File: src/rtl/udp_rx_pkg.sv
// Shared definitions for the UDP receive pixel unpacker: default header,
// one-hot FSM encoding and the error-counter width.
package udp_rx_pkg;

  localparam logic [31:0] FRAME_HEAD_DEF = 32'hF3ED7A93;
  localparam int          ERR_CNT_W      = 16;

  typedef enum logic [1:0] {
    IDLE = 2'b01,
    REC  = 2'b10
  } state_t;

endpackage

File: src/rtl/udp_rx_pix_unpack_hdr_det.sv
// Zero-latency frame-header detector: a 24-bit history of valid bytes is
// compared together with the byte currently on the bus.
module udp_rx_hdr_det
  import udp_rx_pkg::*;
#(
  parameter logic [31:0] FRAME_HEAD = FRAME_HEAD_DEF
) (
  input  logic       clk,
  input  logic       rstn,
  input  logic       valid,
  input  logic [7:0] data,
  input  logic       clr,
  output logic       hdr_match
);

  logic [23:0] sh;

  assign hdr_match = valid && ({sh, data} == FRAME_HEAD);

  // Clearing on an accepted match keeps trailing header bytes from
  // contributing to a second match.
  always_ff @(posedge clk or negedge rstn) begin
    if (!rstn) begin
      sh <= '0;
    end else if (clr) begin
      sh <= '0;
    end else if (valid) begin
      sh <= {sh[15:0], data};
    end
  end

endmodule

File: src/rtl/udp_rx_pix_unpack.sv
// Byte-stream to pixel unpacker with VTC-style vs/hs/de and timeout recovery.
// Optional UDP_RX_RESYNC_EN: a header seen mid-frame aborts and restarts.
module udp_rx_pix_unpack
  import udp_rx_pkg::*;
#(
  parameter logic [31:0] FRAME_HEAD = FRAME_HEAD_DEF,
  parameter int          PIX_BYTES  = 2,
  parameter int          H_ACT      = 640,
  parameter int          V_ACT      = 480,
  parameter int          TIMEOUT    = 50000
) (
  input  logic                   app_rx_clk,
  input  logic                   rstn,
  input  logic                   app_rx_data_valid,
  input  logic [7:0]             app_rx_data,
  output logic                   vid_clk,
  output logic                   vid_vs,
  output logic                   vid_hs,
  output logic                   vid_de,
  output logic [8*PIX_BYTES-1:0] vid_data,
  output logic                   frame_done,
  output logic                   frame_err,
  output logic [ERR_CNT_W-1:0]   err_cnt
);

  localparam int PIX_W  = 8 * PIX_BYTES;
  localparam int BI_W   = (PIX_BYTES > 1) ? $clog2(PIX_BYTES) : 1;
  localparam int X_W    = (H_ACT > 1) ? $clog2(H_ACT) : 1;
  localparam int Y_W    = (V_ACT > 1) ? $clog2(V_ACT) : 1;
  localparam int IDLE_W = $clog2(TIMEOUT + 1);

  function automatic logic [ERR_CNT_W-1:0] sat_inc(input logic [ERR_CNT_W-1:0] v);
    return (&v) ? v : v + 1'b1;
  endfunction

  state_t               state_q, state_nx;
  logic [BI_W-1:0]      idx_q, idx_nx;
  logic [X_W-1:0]       x_q, x_nx;
  logic [Y_W-1:0]       y_q, y_nx;
  logic [IDLE_W-1:0]    idle_q, idle_nx;
  logic [PIX_W-1:0]     acc_q, acc_nx, pix_next;
  logic [ERR_CNT_W-1:0] err_cnt_q, err_cnt_nx;
  logic                 vs_nx, hs_nx, de_nx, done_nx, err_nx;
  logic [PIX_W-1:0]     data_nx;
  logic                 hdr_match, sh_clr, resync_hit;

  assign vid_clk = app_rx_clk;
  assign err_cnt = err_cnt_q;

  udp_rx_hdr_det #(
    .FRAME_HEAD (FRAME_HEAD)
  ) u_hdr_det (
    .clk       (app_rx_clk),
    .rstn      (rstn),
    .valid     (app_rx_data_valid),
    .data      (app_rx_data),
    .clr       (sh_clr),
    .hdr_match (hdr_match)
  );

`ifdef UDP_RX_RESYNC_EN
  assign resync_hit = hdr_match;
`else
  assign resync_hit = 1'b0;
`endif

  // First received byte ends up in the MSBs.
  assign pix_next = PIX_W'({acc_q, app_rx_data});

  always_comb begin
    state_nx   = state_q;
    idx_nx     = idx_q;
    x_nx       = x_q;
    y_nx       = y_q;
    idle_nx    = idle_q;
    acc_nx     = acc_q;
    err_cnt_nx = err_cnt_q;
    vs_nx      = 1'b0;
    hs_nx      = 1'b0;
    de_nx      = 1'b0;
    data_nx    = '0;
    done_nx    = 1'b0;
    err_nx     = 1'b0;
    sh_clr     = 1'b0;
    unique case (state_q)
      IDLE: begin
        if (hdr_match) begin
          state_nx = REC;
          idx_nx   = '0;
          x_nx     = '0;
          y_nx     = '0;
          idle_nx  = '0;
          vs_nx    = 1'b1;
          sh_clr   = 1'b1;
        end
      end
      REC: begin
        if (resync_hit) begin
          idx_nx     = '0;
          x_nx       = '0;
          y_nx       = '0;
          idle_nx    = '0;
          vs_nx      = 1'b1;
          err_nx     = 1'b1;
          err_cnt_nx = sat_inc(err_cnt_q);
          sh_clr     = 1'b1;
        end else if (app_rx_data_valid) begin
          idle_nx = '0;
          acc_nx  = pix_next;
          if (idx_q == BI_W'(PIX_BYTES - 1)) begin
            idx_nx  = '0;
            de_nx   = 1'b1;
            data_nx = pix_next;
            hs_nx   = (x_q == '0);
            if (x_q == X_W'(H_ACT - 1)) begin
              x_nx = '0;
              if (y_q == Y_W'(V_ACT - 1)) begin
                y_nx     = '0;
                done_nx  = 1'b1;
                state_nx = IDLE;
              end else begin
                y_nx = y_q + 1'b1;
              end
            end else begin
              x_nx = x_q + 1'b1;
            end
          end else begin
            idx_nx = idx_q + 1'b1;
          end
        end else if (idle_q == IDLE_W'(TIMEOUT)) begin
          err_nx     = 1'b1;
          err_cnt_nx = sat_inc(err_cnt_q);
          state_nx   = IDLE;
        end else begin
          idle_nx = idle_q + 1'b1;
        end
      end
      default: state_nx = IDLE;
    endcase
  end

  always_ff @(posedge app_rx_clk or negedge rstn) begin
    if (!rstn) begin
      state_q    <= IDLE;
      idx_q      <= '0;
      x_q        <= '0;
      y_q        <= '0;
      idle_q     <= '0;
      acc_q      <= '0;
      err_cnt_q  <= '0;
      vid_vs     <= 1'b0;
      vid_hs     <= 1'b0;
      vid_de     <= 1'b0;
      vid_data   <= '0;
      frame_done <= 1'b0;
      frame_err  <= 1'b0;
    end else begin
      state_q    <= state_nx;
      idx_q      <= idx_nx;
      x_q        <= x_nx;
      y_q        <= y_nx;
      idle_q     <= idle_nx;
      acc_q      <= acc_nx;
      err_cnt_q  <= err_cnt_nx;
      vid_vs     <= vs_nx;
      vid_hs     <= hs_nx;
      vid_de     <= de_nx;
      vid_data   <= data_nx;
      frame_done <= done_nx;
      frame_err  <= err_nx;
    end
  end

endmodule
File: config.mk
export PLATFORM = sky130hd
export DESIGN_NAME = udp_rx_pix_unpack
export DESIGN_NICKNAME = d
export VERILOG_FILES = /design/src/rtl/udp_rx_pkg.sv /design/src/rtl/udp_rx_pix_unpack_hdr_det.sv /design/src/rtl/udp_rx_pix_unpack.sv
export SDC_FILE = /design/constraint.sdc
export NUM_CORES = 1
export LEC_CHECK = 0
export CORE_ASPECT_RATIO = 1.4
export CORE_MARGIN = 2
export CORE_UTILIZATION = 60
export CTS_BUF_LIST = sky130_fd_sc_hd__clkbuf_4
export DETAILED_ROUTE_END_ITERATION = 7
export GPL_TIMING_DRIVEN = 0
export PLACE_DENSITY_LB_ADDON = 0.05
export SLEW_MARGIN = 0
export SYNTH_ARGS = -nofsm -noshare
export SYNTH_HDL_FRONTEND = slang
export SYNTH_SLANG_ARGS = --single-unit
File: constraint.sdc
create_clock -name app_rx_clk -period 4.8 [get_ports app_rx_clk]
set_input_delay 0.72 -clock app_rx_clk [delete_from_list [all_inputs] [get_ports app_rx_clk]]
set_output_delay 0.72 -clock app_rx_clk [all_outputs]
set_load 0.005 [all_outputs]
Word-level counts from Yosys, hierarchy flattened
Cells that the tools add are included.
W data, S select, Z words.
{"block": "op_classes", "n_addsub": 5, "div_mod_pow": 0, "magnitude_cmp": 0, "bitwise": 2, "n_mux": 47, "shifts": 0, "n_reduce_logical": 12, "n_mul": 0, "eq_ne": 15}
{"op": "$mux W16", "count": 6}
{"op": "$mux W24", "count": 2}
{"op": "$mux W9", "count": 5}
{"op": "$mux W10", "count": 4}
{"op": "$add A16 B1 Y16 const B", "count": 2}
{"op": "$eq A32 B32 Y1 const B", "count": 1}
{"op": "$pmux W16 S2", "count": 1}
{"op": "$pmux W10 S2", "count": 1}
{"op": "$mux W1", "count": 19}
{"op": "$pmux W9 S2", "count": 1}
{"op": "$eq A16 B16 Y1 const B", "count": 1}
{"op": "$reduce_and A16 Y1", "count": 1}
{"op": "$ne A3 B3 Y1 const B", "count": 5}
{"op": "$mux W2", "count": 6}
{"op": "$add A10 B1 Y10 const B", "count": 1}
{"op": "$eq A10 B10 Y1 const B", "count": 1}
{"op": "$logic_not A10 Y1", "count": 1}
{"op": "$reduce_and A5 Y1", "count": 2}
{"op": "$add A9 B1 Y9 const B", "count": 1}
{"op": "$eq A9 B9 Y1 const B", "count": 1}
{"op": "$ne A2 B2 Y1 const B", "count": 4}
{"op": "$reduce_and A4 Y1", "count": 2}
{"op": "$reduce_and A3 Y1", "count": 2}
{"op": "$pmux W2 S2", "count": 1}
{"op": "8 further kinds", "count": 10}
{"block": "word_totals", "out_inout_bits": 38, "rom_bits": 0, "latchBits": 0, "ram_bits": 0, "memories": 0, "elab_cells": 95, "register_bits": 107}

Depth between registers and ports, before layout
Gate-level depths: netlist (run 1).
{"block": "logic_depth", "word_depth": 6, "ltp_mapped": 8, "mapped_depth_nobuf": 7}

Modules after synthesis
Synthesis (run 1) repeated with hierarchy kept, for this count alone.
{"block": "hier_totals", "cells_unflattened": 445, "hier_area_um2": 4908.5}
{"mod": "udp_rx_pix_unpack", "cells_per_inst": 356, "instances": 1, "area_each_um2": 3842.4}
{"mod": "udp_rx_hdr_det", "cells_per_inst": 89, "instances": 1, "area_each_um2": 1066.0}

==> results of run 1 <==
flip-flops by register name, indices dropped and copies added, names as in the netlist, 2 cells and up:
name and cells:
y_q 9, x_q 10, vid_data 16, idle_q 16, err_cnt 16, u_hdr_det.sh 24, acc_q 8, state_q 2
per-stage QoR:
stage / total power, mW / std cells
floorplan: 1.228 / 493
global placement: 1.367 / 643
detailed placement: 1.379 / 644
CTS: 1.895 / 663
global route: 1.986 / 663
finish: 1.874 / 663
worst max-delay path by stage:
stage / start / endpoint / slack, ns
after floorplan: app_rx_clk / vid_clk / 1.57
after global placement: rstn / vid_vs$_DFF_PN0_ / -0.88
after detailed placement: app_rx_clk / vid_clk / 1.15
after CTS: app_rx_clk / vid_clk / 0.89
after global routing: app_rx_clk / vid_clk / 0.89
final: app_rx_clk / vid_clk / 0.91
power breakdown:
group / internal, mW / switching (mW) / total [mW]
registers: 0.987 / 0.0632 / 1.05
clock network: 0.219 / 0.325 / 0.543
logic: 0.136 / 0.145 / 0.281
total: 1.34 / 0.533 / 1.87
worst register-to-register path, cell delays in order (launching register included):
cell and delay, ns:
dfrtp_1 0.43, nand4bb_1 0.22, or4_1 0.55, nor3_2 0.55
clkbuf_1 0.49, o22ai_1 0.17
layout by cell type (no fill, tap or decap), types with 11 or more instances in the layout:
master | Yosys | layout
nor2_1 | 26 | 26
clkbuf_4 | 0 | 12
clkdlybuf4s50_1 | 0 | 47
xor2_1 | 11 | 11
nand3_1 | 19 | 19
nand2_1 | 49 | 49
mux2_2 | 19 | 19
o22ai_1 | 15 | 15
a31oi_1 | 11 | 11
nand4_1 | 13 | 13
o21ai_0 | 30 | 30
clkbuf_1 | 19 | 19
nor3_1 | 15 | 15
and2_1 | 17 | 17
dfrtp_1 | 106 | 106
inv_1 | 27 | 27
final cells by class:
type	count	area [sq um]	share of cell area
sequential	107	2679	0.4595
multi-input combinational	333	2138	0.3668
timing repair buffer	48	495.5	0.08500
tap	102	127.6	0.02189
buffer	26	105.1	0.01803
inverter	27	101.3	0.01739
clock buffer	13	100.1	0.01717
clock inverter	7	82.58	0.01417
layer usage:
metal | share of wire | global-route usage | vias up | routed length (microns)
li1 | - | - | 1901 | -
met1 | 0.44 | 0.3480 | 1961 | 4667
met2 | 0.51 | 0.4251 | 105 | 5461
met3 | 0.039 | 0.06029 | 15 | 423
met4 | 0.016 | 0.1028 | 0 | 170
met5 | 0 | 0 | - | 0
kinds of logic after synthesis:
logic type	Yosys count	share of synthesized area
simple gates	192	0.2095
flops	107	0.5333
compound gates	97	0.1248
buf+inv	53	0.04110
mux	22	0.04857
xor+xnor	16	0.02789
fa+ha+maj	6	0.01494
==> impl_summary.md, run 1 <==
Global route
Global routing finished with a remaining overflow of 0. The global-route total usage across every layer is 0.2651. Entering global routing, the biggest net connects between 70 and 80 pins. The number of antenna violations at the first check in global routing was 0. The via count of the first global-routing pass was between 3000 and 4000. The first global-routing pass estimated 18.74 mm of wire.

Synth
Counting every net in the synthesized netlist gives between 500 and 600. The main flop type after synthesis is dfrtp_1. The synthesized design contains around 110 register bits. The portion of the post-synthesis area used by sequential elements is 0.5333. The Yosys step of the flow raised 0 warnings. The cell type contributing the most total cell area after synthesis is dfrtp_1. Summing every instance area after synthesis gives about 5000 sq um.

The portion of synthesized cell area occupied by the leading cell type is 0.5280. The average cell area after synthesis is 10.19 sq um. The number of instances in the synthesized netlist is 493. Counting flops with a built-in enable in the synthesized netlist gives 0. The fraction of registers with async set/reset is 1.000. Among all cell types in the netlist, the one instantiated most often is dfrtp_1. By count the netlist is led by dfrtp_1 (106), nand2_1 (49), o21ai_0 (30), inv_1 (27), nor2_1 (26). Sorting the synthesized cells by area gives the leading types as dfrtp_1 (53%), mux2_2 (4.3%), nand2_1 (3.7%), o21ai_0 (3.0%), and2_1 (2.1%). The synthesized netlist contains 57 unique library cells.

Cells and area
The fraction of final layout cells with drive strength greater than 1 is 0.09626. In the final design database the tool counted 573 nets. The antenna cell count is 0.

Relative to the synthesized area, the layout overhead comes to 16.04%. Summing all non-filler instances in the final layout gives an area of about 5800 sq um. The layout has 640 filler cells. For this run, the share of the core covered by cells in the final layout is 0.7153.

Die
The number of cell rows is 39. The die width is about 81 microns. The standard cell core area is roughly 8100 sq um. The effective utilization at floorplan is 0.6165. The die covers approximately 9000 sq um.

The number of primary I/O pins is approximately 50. The die outline height is between 100 and 150 microns.

Place
The count of input and output buffers is between 40 and 50. The congestion estimate from routability-driven global placement came to about 0.85. The post-place setup slack is between 1 and 1.5 ns. The placed instances occupy a cell area of about 5700 sq um. The post-detailed-placement half-perimeter wirelength is about 7.5 mm.

Worst setup path
The critical path's most frequent cell is clkbuf_4. The data arrival at the endpoint of the critical path is 3.17 ns. The critical path depth is 4.

Counting cells, the worst reg-to-reg path comes to 5. The terminus of the critical flop-to-flop path is u_hdr_det.sh[22]$_DFFE_PN0P_. The largest stage delay on the critical path is around 0.43 ns. The setup check on the worst reg-to-reg path leaves a slack of roughly 2.3 ns. In this run the critical register-to-register path is launched from u_hdr_det.sh[7]$_DFFE_PN0P_. The dominant delay contributor by cell family on the critical path is buffers and inverters. The maximum fanout along the worst path is 2.

The slowest stage of the critical path belongs to the cell clkdlybuf4s50_1. The worst setup path is captured at an output pin. The worst setup path is of the clock port to output pin kind.

The number of buffer and inverter instances along the worst setup path is 4. The required time of the worst setup path is between 4 and 5 ns. The worst setup path is launched from a clock port. Traced cell by cell, the critical path runs through clkbuf_4 -> clkbuf_4 -> buf_4 -> clkdlybuf4s50_1.

STA
The number of failing setup endpoints in the final timing report is 0. In this run the tightest slew margin relative to its limit is 0.4100. The final worst-path setup slack is just over 0.9 ns. The hold violation count in the final report came to 0. The setup TNS is 0 ns. At the pin with the least slew margin, the transition time is between 0.8 and 0.9 ns. On the final layout, the worst hold slack is 0.08021 ns. The final clock skew is 0.02800 ns. The final number of max-transition violations is 0. Setup repair after global routing left no endpoint under its margin.

Clock tree
After clock tree synthesis, the repair step resized 0 gates. The clock-pin slew of the registers on the worst-case setup and hold paths is ~0.17 ns. The CTS tree is yes. The number of buffers inserted for hold repair after clock tree synthesis is 0. Clock latency on the worst-skew pair, taken at its later pin, is between 0.5 and 0.6 ns. Post-CTS timing repair inserted 0 buffers for setup.

Routing
The remaining antenna violation count is 0. In this run, the number of DRC markers left after iteration 0 of detailed routing was between 200 and 300. The final wirelength is approximately 11 mm.

In the final routed layout, each cell accounts on average for ~16 microns. The pre-antenna-repair detailed-routing pass consisted of 5 iterations. The total DRC errors in the routed layout is 0. After detailed routing, the number of vias per cell comes to between 6 and 7.

The total number of vias is ~4000.

Pwr
Across the VDD grid, the largest voltage drop is 0.0002714 V. In this run the static leakage power is 2.496 nW. The total power per unit cell area is 321.5 nW/um^2.

Flow run
Across the run, the number of max-cap violations was 0.

Min path
The class of the tightest hold or removal check is input pin to async pin.

Run status
The run finished with clean final reports.
(Power assumes the default switching activity.)
==> run 2, diff against run 1 <==
--- a/config.mk
+++ b/config.mk
@@ -7,7 +7,7 @@
 export LEC_CHECK = 0
 export CORE_ASPECT_RATIO = 1.4
 export CORE_MARGIN = 2
-export CORE_UTILIZATION = 60
+export CORE_UTILIZATION = 59
 export CTS_BUF_LIST = sky130_fd_sc_hd__clkbuf_4
 export DETAILED_ROUTE_END_ITERATION = 7
 export GPL_TIMING_DRIVEN = 0
==> constraint.sdc (replaced) <==
create_clock -name app_rx_clk -period 3.6 [get_ports app_rx_clk]
set_input_delay 0.54 -clock app_rx_clk [delete_from_list [all_inputs] [get_ports app_rx_clk]]
set_output_delay 0.54 -clock app_rx_clk [all_outputs]
set_load 0.005 [all_outputs]
==> run 2 against run 1 <==
Non-clock buffer count rose by 1. Utilization fell by 0.79 points. Worst hold slack improved by 0.41 ns.
==> impl_summary.md, run 2 (synthesis gave the netlist of run 1 again) <==
Run status
The run finished with clean final reports.

Pwr
In this run the static leakage power is between 2 and 2.5 nW. The net switching power figure is a little under 700 uW. The total power per unit cell area is 412.8 nW/um^2. The sequential share of power is 0.585. The proportion of power drawn by the clock network is 0.256. The combinational share of power is 0.159. Internal power comes to 1.706 mW. Of the total power, the share spent switching nets is 0.2875.

IR analysis of the VDD net gives a maximum drop of approximately 0.00028 V.

Cells and area
Summing all non-filler instances in the final layout gives an area of 5799 sq um. The antenna cell count is 0. The multi-input combinational cell area is around 2100 sq um. The combined flip-flop and latch cell area is 2679 sq um. The number of flip-flops under the largest register name is 24.

The fraction of final layout cells with drive strength greater than 1 is 0.09431. At the end of the flow the core is filled with cells to 0.7074. The count of cells in the finished layout, fillers not included, comes to ~660. The number of nets in the finished design is ~570. Counting flops per register, the top entry is u_hdr_det.sh. The most common cell after layout, fill and taps aside is dfrtp_1.

The area growth from synthesis to layout is 15.44%. The top cell types in the final layout, fill and taps aside, are dfrtp_1 (106), nand2_1 (49), clkdlybuf4s50_1 (47), o21ai_0 (30), inv_1 (27). The count of fill cells added during filler insertion is roughly 670.

STA
The final number of max-transition violations is 0. The transition time at the pin with the least slew margin is between 0.8 and 0.9 ns. Setup violations remaining at the end of the flow were counted as 0. The hold violation count in the final report is 0. The final clock skew is 0.01978 ns.

Setup repair after global routing left no endpoint under its margin. The remaining max-slew budget at the tightest pin is 0.3953.

Die
The die covers slightly above 9000 sq um. The die width is a little over 80 microns. The die outline height is 113.2 microns. The core region is between 8000 and 9000 sq um. The number of primary I/O pins is 49.

The floorplan has 39 rows. The effective utilization at floorplan is 0.6128.

Clock tree
Post-CTS timing repair inserted 0 buffers for setup. The clock latency of the later-clocked register in the worst-skew pair is between 0.5 and 0.6 ns. TritonCTS built the clock tree. Clock-pin slew was measured on the worst setup and hold paths at 0.16 ns.

Worst setup path
Along the worst path, the maximum fanout reaches 2. The kind of start point of the critical path is a clock port. The required time of the worst setup path is 3.06 ns. The kind of capture point of the worst setup path is an output pin. The worst setup path category is clock port to output pin. Counting cells, the worst reg-to-reg path comes to 5. The data arrival at the endpoint of the critical path is about 2.6 ns.

Min path
The hold path depth is 1. In this run the worst hold path is classified as flop to flop.

Routing
The total DRC errors in the routed layout is 0. The first routing iteration left 283 violations. Dividing the detail-routed wire length by the instance count gives 16.97 microns. The via density per instance is slightly above 6. Once detail routing completed, the nets flagged for antenna violations numbered 0. The total number of vias is 4055. After detailed routing, the total wire length is between 10 and 15 mm. The first detailed-routing pass took 5 iterations.

Place
The post-detailed-placement half-perimeter wirelength is approximately 7.8 mm. The placed instance area is 5657 sq um. The count of input and output buffers is between 40 and 50.

The congestion estimate from routability-driven global placement came to 0.8560. The number of instances in the placed design is 644.

Global route
The largest net degree at the start of global routing is 62. For this run the aggregate overflow at the end of global routing stands at 0. The first global-routing pass estimated roughly 19 mm of wire. The number of antenna violations at the first check in global routing was 0. The via count of the first global-routing pass is just over 4000.

The global-route total usage across every layer is 0.2698.

Flow run
The tool flagged a number of max-cap violations equal to 0.
==> run 2: changes by cell type in the layout (fill, tap and decap cells not counted) <==
cell | before | now
clkinv_2 | 0 | 3
bufinv_16 | 1 | 0
clkinv_1 | 0 | 1
clkinv_4 | 1 | 0
dlygate4sd3_1 | 0 | 1
inv_6 | 2 | 1
inv_8 | 1 | 0
==> run 2: repair_timing <==
item                      in CTS  in global routing
hold endpoints to repair      46                  0
resized for setup              0                  0
hold buffers                   1                  0
==> run 2: through the flow <==
stage	setup TNS [ns]	setup WS (ns)	total power, mW	hold WS (ns)
floorplan	0	1.149	1.638	0.2444
finish	0	0.4939	2.394	0.4938
global placement	-202.72	-1.912	1.823	0.4565
global route	0	0.4520	2.535	0.5199
CTS	0	0.4821	2.411	0.4969
detailed placement	0	0.5789	1.843	0.4627
==> run 2: cell type report <==
type,count,area share
buffer,26,0.01812
clock buffer,13,0.01726
clock inverter,7,0.007335
inverter,27,0.01748
multi-input combinational,333,0.3687
sequential,107,0.4619
tap,102,0.02201
timing repair buffer,49,0.08716
==> run 2: worst paths after layout <==
check                                                  from                           end  slack, ns
worst min register to register         acc_q[1]$_DFFE_PN0P_         vid_data[9]$_DFF_PN0_       0.49
max in group asynchronous                              rstn        state_q[0]$_DFFE_PN1P_       2.35
worst max register to register  u_hdr_det.sh[7]$_DFFE_PN0P_  u_hdr_det.sh[23]$_DFFE_PN0P_       0.99
worst min-delay path                   acc_q[1]$_DFFE_PN0P_         vid_data[9]$_DFF_PN0_       0.49
min in group asynchronous                              rstn        vid_data[14]$_DFF_PN0_       0.50
worst max-delay path                             app_rx_clk                       vid_clk       0.49
==> run 2: power groups by stage <==
| stage | combinational, mW | clock, mW | sequential, mW |
|---|---|---|---|
| final | 0.381 | 0.612 | 1.40 |
| after global routing | 0.435 | 0.683 | 1.42 |
| after CTS | 0.383 | 0.628 | 1.40 |
| after detailed placement | 0.381 | 0.0388 | 1.42 |
| after global placement | 0.368 | 0.0388 | 1.42 |
| after floorplan | 0.214 | 0.0180 | 1.41 |
==> run 2: worst max-delay path: stages <==
cell	delay, ns
clkbuf_4	0.11
clkbuf_4	0.12
buf_4	0.11
clkdlybuf4s50_1	0.43
==> run 2: layer usage <==
layer / vias up / GRT usage / part of all wire
li1: 1900 / - / -
met1: 1985 / 0.3288 / 0.42
met2: 144 / 0.4369 / 0.50
met3: 26 / 0.05104 / 0.047
met4: 0 / 0.1622 / 0.030
met5: - / 0 / 0
==> run 3, diff against run 2 <==
--- a/config.mk
+++ b/config.mk
@@ -11,6 +11,7 @@
 export CTS_BUF_LIST = sky130_fd_sc_hd__clkbuf_4
 export DETAILED_ROUTE_END_ITERATION = 7
 export GPL_TIMING_DRIVEN = 0
+export HOLD_SLACK_MARGIN = 0.1
 export PLACE_DENSITY_LB_ADDON = 0.05
 export SLEW_MARGIN = 0
 export SYNTH_ARGS = -nofsm -noshare
==> results of run 3 <==
No change in the layout: final DEF, timing and power equal those of run 2.
